==> config.mk <==
export PLATFORM = sky130hd
export DESIGN_NAME = duck_round_ctrl_flat
export DESIGN_NICKNAME = d
export VERILOG_FILES = /design/src/rtl/duck_round_ctrl_if.sv /design/src/rtl/duck_round_ctrl.sv /design/src/flat_wrapper.sv
export SDC_FILE = /design/constraint.sdc
export NUM_CORES = 1
export LEC_CHECK = 0
export CELL_PAD_IN_SITES_DETAIL_PLACEMENT = 1
export CELL_PAD_IN_SITES_GLOBAL_PLACEMENT = 1
export CORE_AREA = 2 2 68 86
export DETAILED_ROUTE_END_ITERATION = 10
export DIE_AREA = 0 0 70 88
export DONT_BUFFER_PORTS = 1
export PLACE_DENSITY = 0.86
export SYNTH_ARGS = -nofsm -noshare
export SYNTH_HDL_FRONTEND = slang
export SYNTH_SLANG_ARGS = --single-unit
export TNS_END_PERCENT = 100
==> constraint.sdc <==
create_clock -name Clk -period 2.4 [get_ports Clk]
set_clock_uncertainty 0.05 [all_clocks]
set_input_delay 0.24 -clock Clk [delete_from_list [all_inputs] [get_ports Clk]]
set_output_delay 0.24 -clock Clk [all_outputs]
set_load 0.01 [all_outputs]
==> src/rtl/duck_round_ctrl_if.sv <==
// Handshake bundle between the gun/trigger logic, duck_round_ctrl and the
// duck motion / HUD blocks. The optional score output is present only when
// DUCK_SCORE_EN is defined.
interface duck_round_ctrl_if #(
   parameter int DUCKS_PER_ROUND = 10
);
   logic                       frame_clk;
   logic                       start;
   logic                       fire;
   logic                       hit;
   logic                       duck_spawn;
   logic                       duck_active;
   logic                       duck_falling;
   logic                       duck_escape;
   logic [1:0]                 shots_left;
   logic [3:0]                 duck_num;
   logic [3:0]                 hit_count;
   logic [DUCKS_PER_ROUND-1:0] hit_map;
   logic                       round_done;
`ifdef DUCK_SCORE_EN
   logic [15:0]                score;
`endif

   modport master (
      output frame_clk, start, fire, hit,
`ifdef DUCK_SCORE_EN
      input  score,
`endif
      input  duck_spawn, duck_active, duck_falling, duck_escape,
      input  shots_left, duck_num, hit_count, hit_map, round_done
   );

   modport slave (
      input  frame_clk, start, fire, hit,
`ifdef DUCK_SCORE_EN
      output score,
`endif
      output duck_spawn, duck_active, duck_falling, duck_escape,
      output shots_left, duck_num, hit_count, hit_map, round_done
   );
endinterface

==> src/rtl/duck_round_ctrl.sv <==
// duck_round_ctrl: round sequencer for the duck sprite datapath. Spawns each
// duck, times the launch/fly/pause/fall/escape phases in frame ticks, and
// judges gun shots against the duck hit flag.
// Optional feature macro: DUCK_SCORE_EN adds a saturating 16-bit score.
module duck_round_ctrl #(
   parameter int DUCKS_PER_ROUND = 10,
   parameter int SHOTS_PER_DUCK  = 3,
   parameter int LAUNCH_FRAMES   = 30,
   parameter int FLY_FRAMES      = 300,
   parameter int PAUSE_FRAMES    = 30,
   parameter int FALL_FRAMES     = 60,
   parameter int ESCAPE_FRAMES   = 60
) (
   input logic              Clk,
   input logic              Reset_n,
   duck_round_ctrl_if.slave bus
);

   typedef enum logic [2:0] {IDLE, LAUNCH, FLY, PAUSE, FALL, ESCAPE, NEXT, DONE} state_t;

   // Timers hold N-1 so that expiry (tick while zero) lands on the Nth tick.
   localparam logic [9:0] LAUNCH_LOAD = 10'(LAUNCH_FRAMES - 1);
   localparam logic [9:0] FLY_LOAD    = 10'(FLY_FRAMES - 1);
   localparam logic [9:0] PAUSE_LOAD  = 10'(PAUSE_FRAMES - 1);
   localparam logic [9:0] FALL_LOAD   = 10'(FALL_FRAMES - 1);
   localparam logic [9:0] ESCAPE_LOAD = 10'(ESCAPE_FRAMES - 1);
   localparam logic [1:0] SHOTS_INIT  = 2'(SHOTS_PER_DUCK);
   localparam logic [3:0] LAST_DUCK   = 4'(DUCKS_PER_ROUND - 1);
   localparam logic [3:0] ALL_HIT     = 4'(DUCKS_PER_ROUND);
   localparam logic [DUCKS_PER_ROUND-1:0] MAP_ONE = {{(DUCKS_PER_ROUND-1){1'b0}}, 1'b1};

`ifdef DUCK_SCORE_EN
   function automatic logic [15:0] sat_add(input logic [15:0] a, input logic [15:0] b);
      logic [16:0] sum;
      sum = {1'b0, a} + {1'b0, b};
      return sum[16] ? 16'hFFFF : sum[15:0];
   endfunction

   logic [15:0] score;
`endif

   state_t                     state;
   logic [9:0]                 timer;
   logic                       frame_p0;
   logic                       frame_p1;
   logic                       tick;
   logic                       expire;
   logic                       duck_spawn;
   logic                       duck_active;
   logic                       duck_falling;
   logic                       duck_escape;
   logic [1:0]                 shots_left;
   logic [3:0]                 duck_num;
   logic [3:0]                 hit_count;
   logic [DUCKS_PER_ROUND-1:0] hit_map;
   logic                       round_done;

   assign tick   = frame_p0 & ~frame_p1;
   assign expire = tick && (timer == 10'd0);

   // Bring the VGA frame strobe into the Clk domain for rising-edge detection.
   always_ff @(posedge Clk or negedge Reset_n) begin
      if (!Reset_n) begin
         frame_p0 <= 1'b0;
         frame_p1 <= 1'b0;
      end else begin
         frame_p0 <= bus.frame_clk;
         frame_p1 <= frame_p0;
      end
   end

   // Round FSM; every output flag is set on the transition edge so it is
   // already registered when the new state begins.
   always_ff @(posedge Clk or negedge Reset_n) begin
      if (!Reset_n) begin
         state        <= IDLE;
         timer        <= 10'd0;
         duck_spawn   <= 1'b0;
         duck_active  <= 1'b0;
         duck_falling <= 1'b0;
         duck_escape  <= 1'b0;
         shots_left   <= SHOTS_INIT;
         duck_num     <= 4'd0;
         hit_count    <= 4'd0;
         hit_map      <= '0;
         round_done   <= 1'b0;
`ifdef DUCK_SCORE_EN
         score        <= 16'd0;
`endif
      end else begin
         duck_spawn <= 1'b0;
         case (state)
            IDLE, DONE: begin
               if (bus.start) begin
                  state      <= LAUNCH;
                  timer      <= LAUNCH_LOAD;
                  duck_spawn <= 1'b1;
                  shots_left <= SHOTS_INIT;
                  duck_num   <= 4'd0;
                  hit_count  <= 4'd0;
                  hit_map    <= '0;
                  round_done <= 1'b0;
`ifdef DUCK_SCORE_EN
                  score      <= 16'd0;
`endif
               end
            end
            LAUNCH: begin
               if (expire) begin
                  state       <= FLY;
                  timer       <= FLY_LOAD;
                  duck_active <= 1'b1;
               end else if (tick) begin
                  timer <= timer - 10'd1;
               end
            end
            FLY: begin
               // A shot is judged before the flight timer; a coinciding expiry is dropped.
               if (bus.fire) begin
                  if (bus.hit) begin
                     state        <= PAUSE;
                     timer        <= PAUSE_LOAD;
                     duck_active  <= 1'b0;
                     duck_falling <= 1'b1;
                     hit_map      <= hit_map | (MAP_ONE << duck_num);
                     hit_count    <= hit_count + 4'd1;
`ifdef DUCK_SCORE_EN
                     score        <= sat_add(score, 16'd500);
`endif
                  end else if (shots_left > 2'd1) begin
                     shots_left <= shots_left - 2'd1;
                     if (tick && (timer != 10'd0)) begin
                        timer <= timer - 10'd1;
                     end
                  end else begin
                     shots_left  <= 2'd0;
                     state       <= ESCAPE;
                     timer       <= ESCAPE_LOAD;
                     duck_active <= 1'b0;
                     duck_escape <= 1'b1;
                  end
               end else if (expire) begin
                  state       <= ESCAPE;
                  timer       <= ESCAPE_LOAD;
                  duck_active <= 1'b0;
                  duck_escape <= 1'b1;
               end else if (tick) begin
                  timer <= timer - 10'd1;
               end
            end
            PAUSE: begin
               if (expire) begin
                  state <= FALL;
                  timer <= FALL_LOAD;
               end else if (tick) begin
                  timer <= timer - 10'd1;
               end
            end
            FALL: begin
               if (expire) begin
                  state        <= NEXT;
                  duck_falling <= 1'b0;
               end else if (tick) begin
                  timer <= timer - 10'd1;
               end
            end
            ESCAPE: begin
               if (expire) begin
                  state       <= NEXT;
                  duck_escape <= 1'b0;
               end else if (tick) begin
                  timer <= timer - 10'd1;
               end
            end
            NEXT: begin
               if (duck_num == LAST_DUCK) begin
                  state      <= DONE;
                  round_done <= 1'b1;
`ifdef DUCK_SCORE_EN
                  if (hit_count == ALL_HIT) begin
                     score <= sat_add(score, 16'd1000);
                  end
`endif
               end else begin
                  state      <= LAUNCH;
                  timer      <= LAUNCH_LOAD;
                  duck_spawn <= 1'b1;
                  shots_left <= SHOTS_INIT;
                  duck_num   <= duck_num + 4'd1;
               end
            end
            default: state <= IDLE;
         endcase
      end
   end

   assign bus.duck_spawn   = duck_spawn;
   assign bus.duck_active  = duck_active;
   assign bus.duck_falling = duck_falling;
   assign bus.duck_escape  = duck_escape;
   assign bus.shots_left   = shots_left;
   assign bus.duck_num     = duck_num;
   assign bus.hit_count    = hit_count;
   assign bus.hit_map      = hit_map;
   assign bus.round_done   = round_done;
`ifdef DUCK_SCORE_EN
   assign bus.score        = score;
`endif

endmodule

==> src/flat_wrapper.sv <==
// flat-port wrapper written by rule: the top's interface ports become plain ports
module duck_round_ctrl_flat 
#(
   parameter int DUCKS_PER_ROUND = 10,
   parameter int SHOTS_PER_DUCK  = 3,
   parameter int LAUNCH_FRAMES   = 30,
   parameter int FLY_FRAMES      = 300,
   parameter int PAUSE_FRAMES    = 30,
   parameter int FALL_FRAMES     = 60,
   parameter int ESCAPE_FRAMES   = 60
)
  (Clk, Reset_n, bus_frame_clk, bus_start, bus_fire, bus_hit, bus_duck_spawn, bus_duck_active, bus_duck_falling, bus_duck_escape, bus_shots_left, bus_duck_num, bus_hit_count, bus_hit_map, bus_round_done);
  duck_round_ctrl_if #(.DUCKS_PER_ROUND(DUCKS_PER_ROUND)) bus_i ();
  input logic Clk;
  input logic Reset_n;
  input wire logic [$bits(bus_i.frame_clk)-1:0] bus_frame_clk;
  input wire logic [$bits(bus_i.start)-1:0] bus_start;
  input wire logic [$bits(bus_i.fire)-1:0] bus_fire;
  input wire logic [$bits(bus_i.hit)-1:0] bus_hit;
  output wire logic [$bits(bus_i.duck_spawn)-1:0] bus_duck_spawn;
  output wire logic [$bits(bus_i.duck_active)-1:0] bus_duck_active;
  output wire logic [$bits(bus_i.duck_falling)-1:0] bus_duck_falling;
  output wire logic [$bits(bus_i.duck_escape)-1:0] bus_duck_escape;
  output wire logic [$bits(bus_i.shots_left)-1:0] bus_shots_left;
  output wire logic [$bits(bus_i.duck_num)-1:0] bus_duck_num;
  output wire logic [$bits(bus_i.hit_count)-1:0] bus_hit_count;
  output wire logic [$bits(bus_i.hit_map)-1:0] bus_hit_map;
  output wire logic [$bits(bus_i.round_done)-1:0] bus_round_done;
  assign bus_i.frame_clk = bus_frame_clk;
  assign bus_i.start = bus_start;
  assign bus_i.fire = bus_fire;
  assign bus_i.hit = bus_hit;
  assign bus_duck_spawn = bus_i.duck_spawn;
  assign bus_duck_active = bus_i.duck_active;
  assign bus_duck_falling = bus_i.duck_falling;
  assign bus_duck_escape = bus_i.duck_escape;
  assign bus_shots_left = bus_i.shots_left;
  assign bus_duck_num = bus_i.duck_num;
  assign bus_hit_count = bus_i.hit_count;
  assign bus_hit_map = bus_i.hit_map;
  assign bus_round_done = bus_i.round_done;
  duck_round_ctrl #(.DUCKS_PER_ROUND(DUCKS_PER_ROUND), .SHOTS_PER_DUCK(SHOTS_PER_DUCK), .LAUNCH_FRAMES(LAUNCH_FRAMES), .FLY_FRAMES(FLY_FRAMES), .PAUSE_FRAMES(PAUSE_FRAMES), .FALL_FRAMES(FALL_FRAMES), .ESCAPE_FRAMES(ESCAPE_FRAMES)) u_core (.Clk(Clk), .Reset_n(Reset_n), .bus(bus_i));
endmodule
Yosys cells after proc, flatten, opt, wreduce, memory -nomap -nowiden:

Cells that the tools add are included.
W data, S select, Z words.

* add/subtract/negate cells: 4
* magnitude comparators: 1
* eq/ne operators: 25
* shift operators: 1
* muxes and demuxes: 56
* bitwise operators: 3
* reduce and logical (&&, ||, !) cells: 22

Operators with widths (count)
* $mux W10: 13
* $pmux W10 S6: 1
* $mux W3: 9
* $pmux W10 S2: 1
* $pmux W3 S6: 1
* $mux W4: 4
* $pmux W4 S2: 2
* $reduce_and A4 Y1: 4
* $mux W1: 14
* $eq A3 B3 Y1 const B: 4
* $ne A2 B1 Y1 const B: 6
* $ne A2 B2 Y1 const B: 6
* $logic_not A10 Y1: 1
* $mux W2: 5
* $or A10 B10 Y10: 1
* $pmux W1 S2: 5
* $reduce_and A5 Y1: 2
* $reduce_bool A10 Y1: 1
* $reduce_bool A2 Y1: 5
* $shl A1 B4 Y10 const A: 1
* $sub A10 B1 Y10 const B: 1
* $add A4 B1 Y4 const B: 2
* $eq A3 B2 Y1 const B: 2
* $ne A3 B3 Y1 const B: 2
* 16 further kinds: 19

* flip-flop bits (word level): 40
* bits of input ports: 6
* word-level logic and storage cells: 125

Depth between registers and ports, before layout:

* depth in word-level cells: 8
* gate-level depth with buffers: 9
* depth with buffers taken out: 8

Least setup slack after synthesis:

OpenSTA, ideal clock, no wires.

* path type: register -> register
* from: register u_core.timer[0]
* to: register u_core.timer[9]
* setup time: 0.139 ns
* data arrival time: 1.931 ns
* slack: 0.280 ns
* cell stages (with the launch flop): 9
* buffers on the path: 0
* period minus slack after synthesis: 2.120 ns
* cells stage by stage: dfrtp_1 -> inv_1 -> ha_1 -> or3b_4 -> nor4_4 -> a2111oi_4 -> o21a_4 -> o2111ai_2 -> o211ai_2

* cells in the longest elaborated chain, start to end: 6
* elaborated cells between the ends (all ways): 17
* classes of those cells: add/sub (1); eq/ne (2); mux (9); reduce/logical (5)

Ends and longest elaborated chain
* start: declaration: line duck_round_ctrl.sv:43 `logic [9:0] timer;`
* start signal: assignment: line duck_round_ctrl.sv:114 `timer <= timer - 10'd1;`
* start signal: assignment: line duck_round_ctrl.sv:133 `timer <= timer - 10'd1;`
* start signal: assignment: line duck_round_ctrl.sv:148 `timer <= timer - 10'd1;`
* $sub A10 B1 Y10
* $mux W10: line duck_round_ctrl.sv:132 `if (tick && (timer != 10'd0)) begin`
* $mux W10: line duck_round_ctrl.sv:130 `end else if (shots_left > 2'd1) begin`
* $mux W10: line duck_round_ctrl.sv:120 `if (bus.hit) begin`
* $mux W10: line duck_round_ctrl.sv:119 `if (bus.fire) begin`
* $pmux W10 S6: line duck_round_ctrl.sv:92 `case (state)`

Parallel ways exist; a longest one is shown, timed or not. The select of a mux whose other input is x is not followed.
A chain may end at the register's enable or synchronous reset.

Worst setup path after layout:

* from: register u_core.timer[0]
* to: register u_core.timer[6]

Same word-level chain as after synthesis.

==> run_results.csv <==
group,metric,value,unit
status,run_status,"finished, final reports clean",
final_layout,final_common_cell,"sky130_fd_sc_hd__dfrtp_1",
critical_path,critPathMaxStageDelay,520,ps
global_routing,grt_start_max_net_pins,41,
clock_network,clock_latency_late_sink,300,ps
detailed_routing,met2_layer_wire_length_in_the_routed_design,4.08,mm
detailed_routing,drt_pre_antenna_iters,4,
floorplan,core_area,5330,um2
sta,slew_violations,0,
pwr,seq_power_share,40.3,%
place,gp_routability_congestion,0.917,
detailed_routing,met1_length,3.02,mm
yosys,postSynthRegisterBits,40,
sta,post-route-min-period,2270,ps
clock_network,tritoncts_clock_tree,"done",
clock_network,cts_inserted_buffers,5,
detailed_routing,initialDrtViolationCount,143,
floorplan,die-width,70,um
critical_path,r2r-start,"u_core.timer[0]",
pwr,power.combinational.fraction,36.5,%
pwr,max-vdd-ir-drop,0.422,mV
sta,final-hold-violation-count,0,
floorplan,floorplan.die_area,6160,um2
critical_path,worst-r2r-cell-count,8,
pwr,clock_power_share,23.1,%
detailed_routing,drc,0,
min_path,min_from,"bus_hit",
yosys,dominantRegCellSynth,"sky130_fd_sc_hd__dfrtp_1",
clock_network,clkTransAtPathRegs,80,ps
critical_path,cpMaxStageDelayCell,"sky130_fd_sc_hd__a2111oi_4",
critical_path,critical-path-top-delay-family,"compound AO/OA/AOI/OAI gates",
critical_path,worst_r2r_endpoint,"u_core.timer[6]",
final_layout,final_area,2830,um2
job,cap_viol_max_count,0,
pwr,netSwitchingPower,0.000828,W
clock_network,cts-htree-levels,2,
pwr,power.internal,0.00130,W
floorplan,io_pins,31,
detailed_routing,post_drt_wl_per_cell,20.7,um
critical_path,worst-endpoint-required,2540,ps
final_layout,num-nets-final,317,
detailed_routing,highest-signal-layer,"met4",
final_layout,layout-drive-gt1-share,15.1,%
sta,maxSlewHeadroom,61.0,%
critical_path,r2r_setup_slack,130,ps
critical_path,worstSetupEndpointType,"flip-flop",
critical_path,setup.worst_path.class,"reg2reg",
pwr,swShare,39.0,%
global_routing,grt_pass1_wl,12.2,mm
yosys,synth.distinct_cells,59,
sta,finalSetupTns,0,ps
yosys,yosys_warnings,0,
final_layout,finalCoreUtilization,53.1,%
global_routing,number_of_antenna_violations_at_the_first_check_in_global_routing,0,
yosys,yosysSeqAreaShare,40.0,%
critical_path,endpoint,"u_core.timer[6]",
place,post-dp-hpwl,5.55,mm
final_layout,layout_common_cells,"38 x sky130_fd_sc_hd__dfrtp_1, 37 x sky130_fd_sc_hd__nor2_1, 26 x sky130_fd_sc_hd__nand2_1, 23 x sky130_fd_sc_hd__a21oi_1, 19 x sky130_fd_sc_hd__buf_4",
critical_path,worstPathArrival,2420,ps
sta,grt_setup_unrepaired,"false",
detailed_routing,drt-vias-per-instance,6.22,
place,place.port_buffers,0,
yosys,post_synth_edffs,0,
critical_path,number_of_cells_on_the_critical_path,8,
critical_path,critical_path.cell_chain,"inv_1 -> ha_4 -> or3b_4 -> nor4_4 -> a2111oi_4 -> o21a_4 -> o21ai_2 -> a22o_1",
detailed_routing,antenna_left,0,
min_path,worstHoldPathType,"in2reg",
clock_network,cts_num_sinks,40,
clock_network,cts-root-to-sink-buffers,2,
pwr,total_power,0.00212,W
sta,hold-worst-slack,167,ps
critical_path,timing.critical_path.from_type,"flip-flop",
sta,fmax,0.440,GHz
place,post_placement_cell_area,2670,um2
final_layout,diodes,0,
critical_path,critical_path.n_buffers_inverters,1,
detailed_routing,wl_met3,319,um
sta,max_slew.worst_pin.slew,584,ps
yosys,mappedNetlistArea,2510,um2
min_path,hold-path-cell-count,3,
global_routing,globalRoute.totalOverflow,0,
global_routing,grtUsageTotal,25.6,%
global_routing,first_global_vias,2394,
clock_network,cts-root-buf,"sky130_fd_sc_hd__clkbuf_8",
sta,finalSetupViolations,0,
critical_path,cp-startpoint,"u_core.timer[0]",
floorplan,effective_utilization_at_floorplan,47.1,%
yosys,synth_fp_nets,303,
final_layout,area.growth.synth_to_final,12.7,%
detailed_routing,wire_length_after_detailed_routing,7.63,mm
detailed_routing,route.vias.total,2290,
sta,min_period_over_period,94.6,%
critical_path,crit_fanout,7,
pwr,leakagePower,1.20,nW
floorplan,core.rowCount,30,
yosys,average_footprint_of_a_synthesized_cell,8.68,um2
floorplan,floorplan.die.height,88,um
pwr,power.density,751,nW/um2
yosys,async_flop_share,100,%
yosys,syn-instance-count,289,
[worst reg2reg max path, stage by stage (launching register included)]
cell and delay (ps):
sky130_fd_sc_hd__dfrtp_1 430, sky130_fd_sc_hd__inv_1 130, sky130_fd_sc_hd__ha_4 210, sky130_fd_sc_hd__or3b_4 260, sky130_fd_sc_hd__nor4_4 60, sky130_fd_sc_hd__a2111oi_4 520, sky130_fd_sc_hd__o21a_4 240, sky130_fd_sc_hd__o21ai_2 60
sky130_fd_sc_hd__a22o_1 220
[cell type report]
cell class / instances / area, um2
Fill cell: 641 / 2500
Multi-Input combinational cell: 223 / 1420
Sequential cell: 40 / 1000
Timing Repair Buffer: 22 / 183
Clock buffer: 6 / 82.6
Tap cell: 64 / 80.1
Inverter: 11 / 41.3
Clock inverter: 2 / 15.0
[logic make-up (layout without fill, tap and decap cells)]
kind of cell,after synthesis,in the layout,share of synthesized area (%)
simple gates,117,117,24.1
compound gates,85,85,23.0
flops,40,40,40.0
buf+inv,26,41,4.19
xor+xnor,10,10,3.49
fa+ha+maj,8,8,3.99
mux,3,3,1.25
[power groups by stage]
stage | logic [W] | registers, W | clock network, W
6_report | 0.000776 | 0.000857 | 0.000492
5_1_grt | 0.000848 | 0.000866 | 0.000526
4_1_cts | 0.000739 | 0.000854 | 0.000498
3_5_place_dp | 0.000709 | 0.000864 | 0
3_3_place_gp | 0.000689 | 0.000861 | 0
2_1_floorplan | 0.000544 | 0.000817 | 0
[metal layers]
metal | vias to the layer above | track usage (%)
li1 | 1063 | -
met1 | 1135 | 28.9
met2 | 72 | 47.0
met3 | 20 | 5.06
met4 | 0 | 11.0
met5 | - | 0
[sequential cells by signal (all words and copies together) (netlist names)]
signal	cells
u_core.bus.hit_map	10
u_core.timer	10
u_core.bus.duck_num	4
u_core.bus.hit_count	4
u_core.state	3
u_core.bus.shots_left	2
u_core.bus.duck_active	1
u_core.bus.duck_escape	1
u_core.bus.duck_falling	1
u_core.bus.duck_spawn	1
u_core.bus.round_done	1
u_core.frame_p0	1
u_core.frame_p1	1
[stage by stage]
stage,cells,setup slack (ps)
floorplan,289,280
global placement,357,135
detailed placement,357,25.9
CTS,368,58.4
global route,368,10.7
finish,368,129
[synthesized netlist by cell type, types with 5 or more instances]
| cell type | count | area [um2] |
|---|---|---|
| sky130_fd_sc_hd__a21oi_1 | 23 | 115 |
| sky130_fd_sc_hd__a31oi_1 | 8 | 50.1 |
| sky130_fd_sc_hd__buf_2 | 6 | 30.0 |
| sky130_fd_sc_hd__clkbuf_1 | 8 | 30.0 |
| sky130_fd_sc_hd__dfrtp_1 | 38 | 951 |
| sky130_fd_sc_hd__ha_1 | 8 | 100 |
| sky130_fd_sc_hd__inv_1 | 11 | 41.3 |
| sky130_fd_sc_hd__nand2_1 | 26 | 97.6 |
| sky130_fd_sc_hd__nand3_1 | 5 | 25.0 |
| sky130_fd_sc_hd__nor2_1 | 37 | 139 |
| sky130_fd_sc_hd__nor2b_1 | 8 | 50.1 |
| sky130_fd_sc_hd__nor3_1 | 12 | 60.1 |
| sky130_fd_sc_hd__o21ai_0 | 12 | 60.1 |
| sky130_fd_sc_hd__o21ai_1 | 8 | 40.0 |
| sky130_fd_sc_hd__o22ai_1 | 5 | 31.3 |
| sky130_fd_sc_hd__xor2_1 | 6 | 52.6 |
[repair_timing]
action                     in CTS  in global routing
gates resized for setup         1                  3
buffers inserted                0                  0
hold buffers                    3                  0
hold endpoints to repair       41                  0
pin swaps                       0                  1
setup endpoints to repair       1                 10
[worst min-delay path by stage]
stage | endpoint | slack, ps
after floorplan | u_core.bus.duck_active | -110
after global placement | u_core.timer[6] | -100
after detailed placement | u_core.timer[3] | -100
after CTS | u_core.state[2] | 160
after global routing | u_core.bus.hit_count[0] | 170
final | u_core.state[2] | 170
Power figures use the tool's default switching activity.
